===== config.mk =====
export PLATFORM = sky130hd
export DESIGN_NAME = cnn_frame_scheduler
export DESIGN_NICKNAME = d
export VERILOG_FILES = /design/src/rtl/cnn_sched_pkg.sv /design/src/rtl/cnn_pixel_fifo.sv /design/src/rtl/cnn_frame_scheduler.sv
export SDC_FILE = /design/constraint.sdc
export NUM_CORES = 1
export LEC_CHECK = 0
export BUFFER_PORTS_ARGS = -buffer_cell sky130_fd_sc_hd__buf_2
export CAP_MARGIN = 20
export CORE_MARGIN = 2
export CORE_UTILIZATION = 45
export DETAILED_ROUTE_END_ITERATION = 10
export PLACE_DENSITY = 0.7
export RECOVER_POWER = 50
export SLEW_MARGIN = 20
export SYNTH_ARGS = -nofsm -noshare
export SYNTH_HDL_FRONTEND = slang
export SYNTH_SLANG_ARGS = --single-unit

===== constraint.sdc =====
create_clock -name i_clk -period 3.1 [get_ports i_clk]
set_clock_uncertainty 0.15 [all_clocks]
set_input_delay 0.62 -clock i_clk [delete_from_list [all_inputs] [get_ports i_clk]]
set_output_delay 0.62 -clock i_clk [all_outputs]
set_load 0.05 [all_outputs]

===== src/rtl/cnn_sched_pkg.sv =====
// Shared types and constants for the CNN frame scheduler and the control
// register block that decodes its error code.
package cnn_sched_pkg;

    // Scheduler FSM encoding; the values are visible on the debug state port.
    typedef enum logic [2:0] {
        ST_IDLE        = 3'd0,
        ST_START       = 3'd1,
        ST_STREAM      = 3'd2,
        ST_COMPLETE    = 3'd3,
        ST_WAIT_RESULT = 3'd4
    } sched_state_t;

    // Error codes reported on error_code.
    localparam logic [31:0] ERR_NONE          = 32'd0;
    localparam logic [31:0] ERR_CNN_TIMEOUT   = 32'd1;
    localparam logic [31:0] ERR_INVALID_START = 32'd2;
    localparam logic [31:0] ERR_ABORTED       = 32'd3;

endpackage


===== src/rtl/cnn_pixel_fifo.sv =====
// Synchronous pixel FIFO. Read data is registered on pop and holds between
// pops. A pop on an empty FIFO that is being pushed in the same cycle passes
// the write data straight through; a push on a full FIFO being popped in the
// same cycle is accepted. Flush empties the FIFO and drops any push that cycle.
// Full is held high during reset so writers back off until the FIFO is live.
module cnn_pixel_fifo #(
    parameter int DEPTH = 16,
    parameter int WIDTH = 8
) (
    input  logic                     i_clk,
    input  logic                     i_rst,
    input  logic                     i_push,
    input  logic [WIDTH-1:0]         i_wdata,
    input  logic                     i_pop,
    input  logic                     i_flush,
    output logic [WIDTH-1:0]         o_rdata,
    output logic                     o_full,
    output logic                     o_empty,
    output logic [$clog2(DEPTH):0]   o_count
);

    localparam int PTR_W = $clog2(DEPTH);
    localparam int CNT_W = PTR_W + 1;
    localparam logic [CNT_W-1:0] FULL_CNT = CNT_W'(DEPTH);

    logic [WIDTH-1:0] r_mem [DEPTH];
    logic [PTR_W-1:0] r_wr_ptr;
    logic [PTR_W-1:0] r_rd_ptr;
    logic [CNT_W-1:0] r_count;
    logic [CNT_W-1:0] w_count_next;
    logic             r_full;
    logic             r_empty;
    logic [WIDTH-1:0] r_rdata;
    logic             w_do_push;
    logic             w_do_pop;

    assign w_do_push = i_push && (!r_full || i_pop);
    assign w_do_pop  = i_pop && (!r_empty || i_push);

    assign o_rdata = r_rdata;
    assign o_full  = r_full;
    assign o_empty = r_empty;
    assign o_count = r_count;

    // Occupancy after this cycle's push/pop/flush.
    always_comb begin
        w_count_next = r_count;
        if (i_flush) begin
            w_count_next = '0;
        end else if (w_do_push && !w_do_pop) begin
            w_count_next = r_count + 1'b1;
        end else if (w_do_pop && !w_do_push) begin
            w_count_next = r_count - 1'b1;
        end
    end

    // Storage array; no reset needed since occupancy guards every read.
    always_ff @(posedge i_clk) begin
        if (w_do_push && !i_flush) begin
            r_mem[r_wr_ptr] <= i_wdata;
        end
    end

    // Pointers, flags and the registered read port.
    always_ff @(posedge i_clk) begin
        if (i_rst) begin
            r_wr_ptr <= '0;
            r_rd_ptr <= '0;
            r_count  <= '0;
            r_full   <= 1'b1;
            r_empty  <= 1'b1;
            r_rdata  <= '0;
        end else begin
            r_count <= w_count_next;
            r_full  <= (w_count_next == FULL_CNT);
            r_empty <= (w_count_next == '0);
            if (i_flush) begin
                r_wr_ptr <= '0;
                r_rd_ptr <= '0;
            end else begin
                if (w_do_push) begin
                    r_wr_ptr <= r_wr_ptr + 1'b1;
                end
                if (w_do_pop) begin
                    r_rd_ptr <= r_rd_ptr + 1'b1;
                    r_rdata  <= r_empty ? i_wdata : r_mem[r_rd_ptr];
                end
            end
        end
    end

endmodule


===== src/rtl/cnn_frame_scheduler.sv =====
// Frame sequencer between the control register block and the CNN core:
// start pulses, hardware pixel streaming from a FIFO, completion pulse and a
// result watchdog. Abort from any busy state returns to IDLE, resets the CNN
// and flushes the FIFO. All outputs come straight from flops.
module cnn_frame_scheduler
    import cnn_sched_pkg::*;
#(
    parameter int PIX_W          = 8,
    parameter int FRAME_PIXELS   = 1024,
    parameter int FIFO_DEPTH     = 16,
    parameter int TIMEOUT_CYCLES = 100000
) (
    input  logic                          i_clk,
    input  logic                          i_rst,
    input  logic                          i_cmd_start,
    input  logic                          i_cmd_abort,
    input  logic                          i_in_pixel_valid,
    input  logic [PIX_W-1:0]              i_in_pixel_data,
    output logic                          o_in_pixel_ready,
    input  logic                          i_cnn_busy,
    input  logic                          i_cnn_result_valid,
    output logic                          o_cnn_start,
    output logic                          o_cnn_reset,
    output logic                          o_frame_start,
    output logic                          o_pixel_valid,
    output logic [PIX_W-1:0]              o_pixel_data,
    output logic                          o_frame_complete,
    output logic                          o_sched_busy,
    output logic                          o_frame_done,
    output logic [31:0]                   o_frame_count,
    output logic [31:0]                   o_error_code,
    output logic [2:0]                    o_dbg_state,
    output logic [$clog2(FIFO_DEPTH):0]   o_dbg_fifo_count
);

    localparam logic [2:0] S_IDLE     = ST_IDLE;
    localparam logic [2:0] S_START    = ST_START;
    localparam logic [2:0] S_STREAM   = ST_STREAM;
    localparam logic [2:0] S_COMPLETE = ST_COMPLETE;
    localparam logic [2:0] S_WAIT     = ST_WAIT_RESULT;

    localparam int IDX_W = $clog2(FRAME_PIXELS);
    localparam int TMR_W = (TIMEOUT_CYCLES > 1) ? $clog2(TIMEOUT_CYCLES) : 1;
    localparam logic [IDX_W-1:0] LAST_IDX = IDX_W'(FRAME_PIXELS - 1);
    localparam logic [TMR_W-1:0] LAST_TMR = TMR_W'(TIMEOUT_CYCLES - 1);

    logic [2:0]       r_state;
    logic [2:0]       w_next_state;
    logic [IDX_W-1:0] r_idx;
    logic [TMR_W-1:0] r_timer;
    logic             r_cnn_start;
    logic             r_cnn_reset;
    logic             r_frame_start;
    logic             r_pixel_valid;
    logic             r_frame_complete;
    logic             r_sched_busy;
    logic             r_frame_done;
    logic [31:0]      r_frame_count;
    logic [31:0]      r_error_code;

    logic             w_abort;
    logic             w_pop;
    logic             w_push;
    logic             w_flush;
    logic             w_result;
    logic             w_timeout;
    logic             w_fifo_full;
    logic             w_fifo_empty;

    // Abort only acts when a frame is in flight, and outranks everything else.
    assign w_abort   = i_cmd_abort && (r_state != S_IDLE);
    assign w_pop     = (r_state == S_STREAM) && !w_fifo_empty && !i_cmd_abort;
    assign w_result  = (r_state == S_WAIT) && i_cnn_result_valid && !i_cmd_abort;
    assign w_timeout = (r_state == S_WAIT) && !i_cnn_result_valid && !i_cmd_abort
                       && (r_timer == LAST_TMR);
    assign w_flush   = w_abort || w_timeout;
    assign w_push    = i_in_pixel_valid && !w_fifo_full;

    assign o_in_pixel_ready = !w_fifo_full;
    assign o_cnn_start      = r_cnn_start;
    assign o_cnn_reset      = r_cnn_reset;
    assign o_frame_start    = r_frame_start;
    assign o_pixel_valid    = r_pixel_valid;
    assign o_frame_complete = r_frame_complete;
    assign o_sched_busy     = r_sched_busy;
    assign o_frame_done     = r_frame_done;
    assign o_frame_count    = r_frame_count;
    assign o_error_code     = r_error_code;
    assign o_dbg_state      = r_state;

    cnn_pixel_fifo #(
        .DEPTH (FIFO_DEPTH),
        .WIDTH (PIX_W)
    ) u_fifo (
        .i_clk   (i_clk),
        .i_rst   (i_rst),
        .i_push  (w_push),
        .i_wdata (i_in_pixel_data),
        .i_pop   (w_pop),
        .i_flush (w_flush),
        .o_rdata (o_pixel_data),
        .o_full  (w_fifo_full),
        .o_empty (w_fifo_empty),
        .o_count (o_dbg_fifo_count)
    );

    // Next-state selection for the frame FSM.
    always_comb begin
        w_next_state = r_state;
        if (w_abort) begin
            w_next_state = S_IDLE;
        end else begin
            case (r_state)
                S_IDLE: begin
                    if (i_cmd_start && !i_cmd_abort && !i_cnn_busy) begin
                        w_next_state = S_START;
                    end
                end
                S_START:    w_next_state = S_STREAM;
                S_STREAM: begin
                    if (w_pop && (r_idx == LAST_IDX)) begin
                        w_next_state = S_COMPLETE;
                    end
                end
                S_COMPLETE: w_next_state = S_WAIT;
                S_WAIT: begin
                    if (w_result || w_timeout) begin
                        w_next_state = S_IDLE;
                    end
                end
                default:    w_next_state = S_IDLE;
            endcase
        end
    end

    // State, counters, status registers and one-cycle output pulses.
    always_ff @(posedge i_clk) begin
        if (i_rst) begin
            r_state          <= S_IDLE;
            r_idx            <= '0;
            r_timer          <= '0;
            r_cnn_start      <= 1'b0;
            r_cnn_reset      <= 1'b0;
            r_frame_start    <= 1'b0;
            r_pixel_valid    <= 1'b0;
            r_frame_complete <= 1'b0;
            r_sched_busy     <= 1'b0;
            r_frame_done     <= 1'b0;
            r_frame_count    <= '0;
            r_error_code     <= ERR_NONE;
        end else begin
            r_state          <= w_next_state;
            r_sched_busy     <= (w_next_state != S_IDLE);
            r_cnn_start      <= (r_state == S_START) && !w_abort;
            r_frame_start    <= (r_state == S_START) && !w_abort;
            r_pixel_valid    <= w_pop;
            r_frame_complete <= (r_state == S_COMPLETE) && !w_abort;
            r_cnn_reset      <= w_abort || w_timeout;
            r_frame_done     <= w_result;

            if (r_state == S_START) begin
                r_idx <= '0;
            end else if (w_pop) begin
                r_idx <= r_idx + IDX_W'(1);
            end

            if (r_state == S_COMPLETE) begin
                r_timer <= '0;
            end else if (r_state == S_WAIT) begin
                r_timer <= r_timer + TMR_W'(1);
            end

            if (w_result) begin
                r_frame_count <= r_frame_count + 32'd1;
            end

            if (w_abort) begin
                r_error_code <= ERR_ABORTED;
            end else if (w_timeout) begin
                r_error_code <= ERR_CNN_TIMEOUT;
            end else if ((r_state == S_IDLE) && i_cmd_start && !i_cmd_abort) begin
                r_error_code <= i_cnn_busy ? ERR_INVALID_START : ERR_NONE;
            end
        end
    end

endmodule

==> reports/results.ini, run 1 <==
[sta]
whs_ns = 0.327
setup_viol = 0
finalCriticalPeriod_ns = 2.85
grt_setup_unrepaired = false
drv_slew = 0
worst_slew_pin_slew_ns = 1.08
max_freq_mhz = 351
fin_tns_setup_ns = 0
hold_violations = 0
timing.final.crit_share_pct = 92.0
slew_headroom_pct = 28.2
timing.final.ws_setup_ns = 0.248

[global_route]
antenna_found_initial = 0
grt_pass1_vias = 5677
grt_pass1_wl_um = 30800
grt_usage_pct = 17.6
grt_max_degree = 36
overflow = 0

[floorplan]
design.die.area_um2 = 21900
fp.dieW_um = 148
start_util_pct = 46.0
num_io_pins = 103
fp-row-count = 52
core-area_um2 = 20300
fp.dieH_um = 148

[power_and_ir_drop]
p_total_uw = 5950
power.density_nw_per_um2 = 564
max-vdd-ir-drop_v = 0.000317
p_leak_uw = 0.00348

[route]
firstDrtPassIters = 5
via_per_inst = 5.35
route.detailed.drc = 0
final_antenna_net_count = 0
wl_per_cell_um = 17.4
num_vias = 5949
drt_first_iter_violations = 520
wl_um = 19400

[logic_synthesis]
synthTopCellsByArea = edfxtp_1, dfxtp_1, mux4_2, nor2_1, xnor2_1
ys_ff_latch = 221
synth_top_flop_cell = edfxtp_1
yosysMostFrequentCell = edfxtp_1
synth_top_area_share_pct = 41.2
ys_warn_count = 0
synth_edf_count = 128
synth_top_area_cell = edfxtp_1
synth_area_um2 = 9340
ys_types = 54
synth_commonest_cells = edfxtp_1, dfxtp_1, nor2_1, a21oi_1, xnor2_1
synth_cells = 748
async_reset_ff_share_pct = 0
syn_area_per_cell_um2 = 12.5
synth.yosys.seq_area_share_pct = 61.1

[final_layout]
diodes = 0
drive_above_1_share_pct = 13.3
fin_nets = 851
areaGrowthSynthToFinish_pct = 12.9
postLayoutCoreUtil_pct = 51.9

[worst_setup_path]
critical_path_arrival_ns = 2.86
worstSetupEndpointType = register
worstPathRequired_ns = 3.10
path_class = reg2reg
cp_max_fo = 12
start_kind = register

[placed_design]
place.detailed.hpwl_um = 12900
portBuffers = 72
place.gp.congestion = 0.804
pre_cts_ws_ns = 0.357

[clocking]
cts.sinks = 221
cts_htree_levels = 1
cts-buffers-inserted = 23
ctsResizeCount = 0
clock_path_buffers = 3
cts_setup_buffers = 0
clkTransAtPathRegs_ns = 0.06
cts_tree = done
postCtsHoldBufs = 0
cts_root_buf = clkbuf_16
clock_latency_ns = 0.51

[worst_hold_path]
hold_path.class = reg2reg

[status]
outcome = finished, final reports clean

[run]
drv_cap = 0

cell type report:
cell class                      instances  area (um2)
Fill cell                            1713        9760
Sequential cell                       221        5710
Multi-Input combinational cell        471        3290
Clock buffer                           32         639
Timing Repair Buffer                   93         455
Tap cell                              270         338
Inverter                               16        60.1
Clock inverter                         10        55.1
through the flow:
| stage | instances | cell area, um2 |
|---|---|---|
| 2_1_floorplan | 777 | 9450 |
| 6_report | 1113 | 10500 |
| 5_1_grt | 1113 | 10500 |
| 3_3_place_gp | 1071 | 9930 |
| 3_5_place_dp | 1071 | 9930 |
| 4_1_cts | 1113 | 10600 |
placed cells by master (no fill, tap or decap), types with 30 or more instances in the layout:
cell,n
a21oi_1,36
dfxtp_1,92
nand2_1,32
clkbuf_1,60
nor2_1,90
edfxtp_1,128
xnor2_1,33
mux4_2,32
conb_1,30
power breakdown:
part	switching, uW	internal (uW)	total [uW]
Clock	1090	1440	2530
Sequential	18.2	3120	3140
Combinational	223	58.0	281
path summary, 6_finish.rpt:
check	startpoint	to	slack (ns)	cells after the start
setup / recovery	o_dbg_state[0]$_SDFF_PP0_	u_fifo.r_mem[8][5]$_DFFE_PP_	0.25	6
hold / removal	r_idx[1]$_SDFFE_PP0P_	r_idx[1]$_SDFFE_PP0P_	0.33	2
setup reg to reg	o_dbg_state[0]$_SDFF_PP0_	u_fifo.r_mem[8][5]$_DFFE_PP_	0.25	6
hold reg to reg	r_idx[1]$_SDFFE_PP0P_	r_idx[1]$_SDFFE_PP0P_	0.33	2
flip-flops by register name (all words and copies together), names as in the netlist, 2 cells and up:
name             count
u_fifo.r_rd_ptr      4
o_dbg_state          3
r_idx               10
o_error_code         2
o_frame_count       32
u_fifo.o_count       5
u_fifo.r_mem       128
r_timer             17
u_fifo.r_wr_ptr      4
u_fifo.o_rdata       8
critical path, stage by stage (launching register included):
cell and delay (ns):
dfxtp_1 0.41, or2_2 0.35, o21ai_0 0.29, o31ai_1 0.13, buf_4 0.18, nor4b_1 0.53
and2_1 0.46
cell families (layout without fill, tap and decap cells):
| logic type | Yosys count | count (layout) | synth area share [%] |
|---|---|---|---|
| flip-flops | 221 | 221 | 61.1 |
| XOR/XNOR | 52 | 52 | 4.88 |
| buffers and inverters | 85 | 151 | 4.81 |
| multiplexers | 36 | 36 | 8.16 |
| adder cells (fa/ha/maj) | 11 | 11 | 1.45 |
| AO/OA/AOI/OAI | 84 | 84 | 5.45 |
| AND/OR/NAND/NOR | 258 | 258 | 14.1 |
| other | 1 | 30 | 0.0402 |
layer usage:
metal	track usage (%)	up-vias	wire length [um]
met5	0	-	0
met4	3.57	0	246
met3	3.16	17	1410
met2	27.6	186	8810
met1	25.9	2897	8920
li1	-	2849	-
Note: power is estimated with default switching activity, not from simulation.
==> run 2, diff against run 1 <==
Settings changed: CAP_MARGIN 20 to default, SLEW_MARGIN 20 to default, SYNTH_HIERARCHICAL from default to 1.
==> run 2 against run 1 <==
Effect of this change:
- sequential power increased by 1%
- global-route usage decreased by 0.60 points
- sequential share of layout area decreased by 1.2 points
- cell count increased by 1.5%
- fmax increased by 4.1%
- setup slack improved by 0.11 ns
- cell area increased by 3.7%
==> reports/results.ini, run 2 <==
[power_and_ir_drop]
power.internal_uw = 4780
clkPwrFrac_pct = 44.2
switching_share_pct = 22.1
power.density_nw_per_um2 = 561
p_leak_uw = 0.00368
seqPwrFrac_pct = 51.9
max-vdd-ir-drop_v = 0.000408
p_switching_uw = 1350
power_frac_comb_pct = 3.9
p_total_uw = 6130

[placed_design]
place.detailed.hpwl_um = 12700
place.gp.congestion = 0.787
pre_cts_ws_ns = 0.182
portBuffers = 72

[global_route]
grt_max_degree = 35
overflow = 0
grt_usage_pct = 17.0
grt_pass1_wl_um = 30400
grt_pass1_vias = 5784
antenna_found_initial = 0

[clocking]
ctsResizeCount = 0
clock_latency_ns = 0.52
cts_htree_levels = 1
cts.sinks = 225
cts_root_buf = clkbuf_16
cts_setup_buffers = 0
cts-buffers-inserted = 24
postCtsHoldBufs = 0
clkTransAtPathRegs_ns = 0.06
clock_path_buffers = 3
cts_tree = done

[final_layout]
final_common_cell = edfxtp_1
diodes = 0
largest_register_ffs = 128
drive_above_1_share_pct = 15.6
areaGrowthSynthToFinish_pct = 13.5
top_register = u_fifo/r_mem
fin_nets = 862
mostFrequentLayoutCells = edfxtp_1, dfxtp_1, nor2_1

[status]
outcome = finished, final reports clean

[run]
drv_cap = 0

[logic_synthesis]
synth_area_um2 = 9630
ys_ff_latch = 225
synth_top_area_share_pct = 39.9
ys_warn_count = 6
yosys.area_share.xor_xnor_pct = 5.64
synth_cells = 741
synth_top_flop_cell = edfxtp_1
yosysMostFrequentCell = edfxtp_1
synth.yosys.seq_area_share_pct = 60.1
synth_top_family_by_area = simple AND/OR/NAND/NOR gates
synth_top_area_cell = edfxtp_1
synthAdderAreaFrac_pct = 1.40
synth_simple_gate_area_share_pct = 14.9
syn_area_per_cell_um2 = 13.0
synth_compound_area_share_pct = 3.95
synth_commonest_cells = edfxtp_1, dfxtp_1, nor2_1, xor2_1
synthTopCellsByArea = edfxtp_1, dfxtp_1, mux4_2, xor2_1, nor2_1
async_reset_ff_share_pct = 0
synth_edf_count = 128
ys_types = 62
synth.area.mux_share_pct = 9.35

[worst_setup_path]
path_class = reg2reg
worstPathRequired_ns = 3.39
cp_max_fo = 6
start_kind = register
critical_path_arrival_ns = 3.03
worstSetupEndpointType = register
rr_worst_depth = 5
r2r-end = o_frame_count[31]$_SDFFE_PP0P_
reg2reg_slack_ns = 0.36
r2r-start = o_frame_count[4]$_SDFFE_PP0P_

[sta]
timing.final.ws_setup_ns = 0.361
hold_violations = 0
finalCriticalPeriod_ns = 2.74
drv_slew = 0
setup_viol = 0
timing.final.crit_share_pct = 88.3
max_freq_mhz = 365
slew_headroom_pct = 30.0
grt_setup_unrepaired = false
worst_slew_pin_slew_ns = 1.04

[worst_hold_path]
holdPathStages = 2
hold_start = i_cmd_abort
hold_path.class = in2reg
holdPathEnd = o_frame_start$_SDFF_PP0_

[floorplan]
fp.dieH_um = 150
fp.dieW_um = 150
num_io_pins = 103
core-area_um2 = 21000
start_util_pct = 45.8
design.die.area_um2 = 22600
fp-row-count = 53

[route]
via_per_inst = 5.21
final_antenna_net_count = 0
drt_first_iter_violations = 296
firstDrtPassIters = 4
route.detailed.drc = 0
wl_um = 18700
num_vias = 5884
wl_per_cell_um = 16.5

[run 2: cell families (layout without fill, tap and decap cells)]
kind of cell               count (synthesis)  in the layout
AOI/OAI and AO/OA                         53             53
and+or+nand+nor                          265            265
buffers and inverters                     74            159
DFF                                      225            225
xor gates and xnor gates                  62             62
muxes                                     50             50
adders and majority gates                 11             11
other                                      1             30
[run 2: area by class of cell]
cell class              instances  area (um2)
fillers                      1816       10100
flip-flops and latches        225        5790
multi-input cells             471        3480
clock buffers                  31         648
repair buffers                102         515
well taps                     275         344
clock inverters                13         106
inverters                      13        48.8
[run 2: worst max-delay path by stage]
stage                                          end  cells past startpoint  slack [ns]                           from
floorplan             u_fifo/r_mem[0][0]$_DFFE_PP_                      9       -0.01      o_dbg_state[1]$_SDFF_PP0_
detailed placement   u_fifo/r_mem[12][2]$_DFFE_PP_                      9        0.18                    i_cmd_abort
finish              o_frame_count[31]$_SDFFE_PP0P_                      5        0.36  o_frame_count[4]$_SDFFE_PP0P_
global placement     u_fifo/r_mem[12][1]$_DFFE_PP_                      9        0.27                    i_cmd_abort
global route         u_fifo/r_mem[15][0]$_DFFE_PP_                      8         0.1      o_dbg_state[1]$_SDFF_PP0_
CTS                   u_fifo/r_mem[7][7]$_DFFE_PP_                      6        0.42      o_dbg_state[1]$_SDFF_PP0_
[run 2: power groups by stage]
stage / registers, uW / logic [uW] / clock network [uW]
5_1_grt: 3180 / 260 / 2880
3_5_place_dp: 3250 / 242 / 0
6_report: 3180 / 238 / 2710
3_3_place_gp: 3240 / 241 / 0
4_1_cts: 3180 / 243 / 2770
2_1_floorplan: 3260 / 188 / 0
[run 2: metal layers]
layer  wire [um]  GRT usage [%]  vias up
li1            -              -     2850
met1        8440           23.2     2872
met2        8860           27.9      136
met3        1080           3.33       26
met4         323           4.43        0
met5           0              0        -
[run 2: stage by stage]
| step | TNS, ns | hold slack, ns | cell area [um2] | cells | util (%) |
|---|---|---|---|---|---|
| 6_report | 0 | 0.286 | 10900 | 1130 | 52.0 |
| 5_1_grt | 0 | 0.300 | 10900 | 1130 | 52.0 |
| 4_1_cts | 0 | 0.265 | 11000 | 1130 | 52.5 |
| 3_5_place_dp | 0 | 0.314 | 10300 | 1086 | 48.9 |
| 3_3_place_gp | 0 | 0.310 | 10300 | 1086 | 48.9 |
| 2_1_floorplan | -0.447 | 0.304 | 9740 | 770 | - |
[run 2: critical path, stage by stage (launching register included)]
cell and delay, ns:
dfxtp_1 0.42, nand4_1 0.23, nor4b_1 0.95, nand4_1 0.35, or3_1 0.43, a21oi_1 0.14
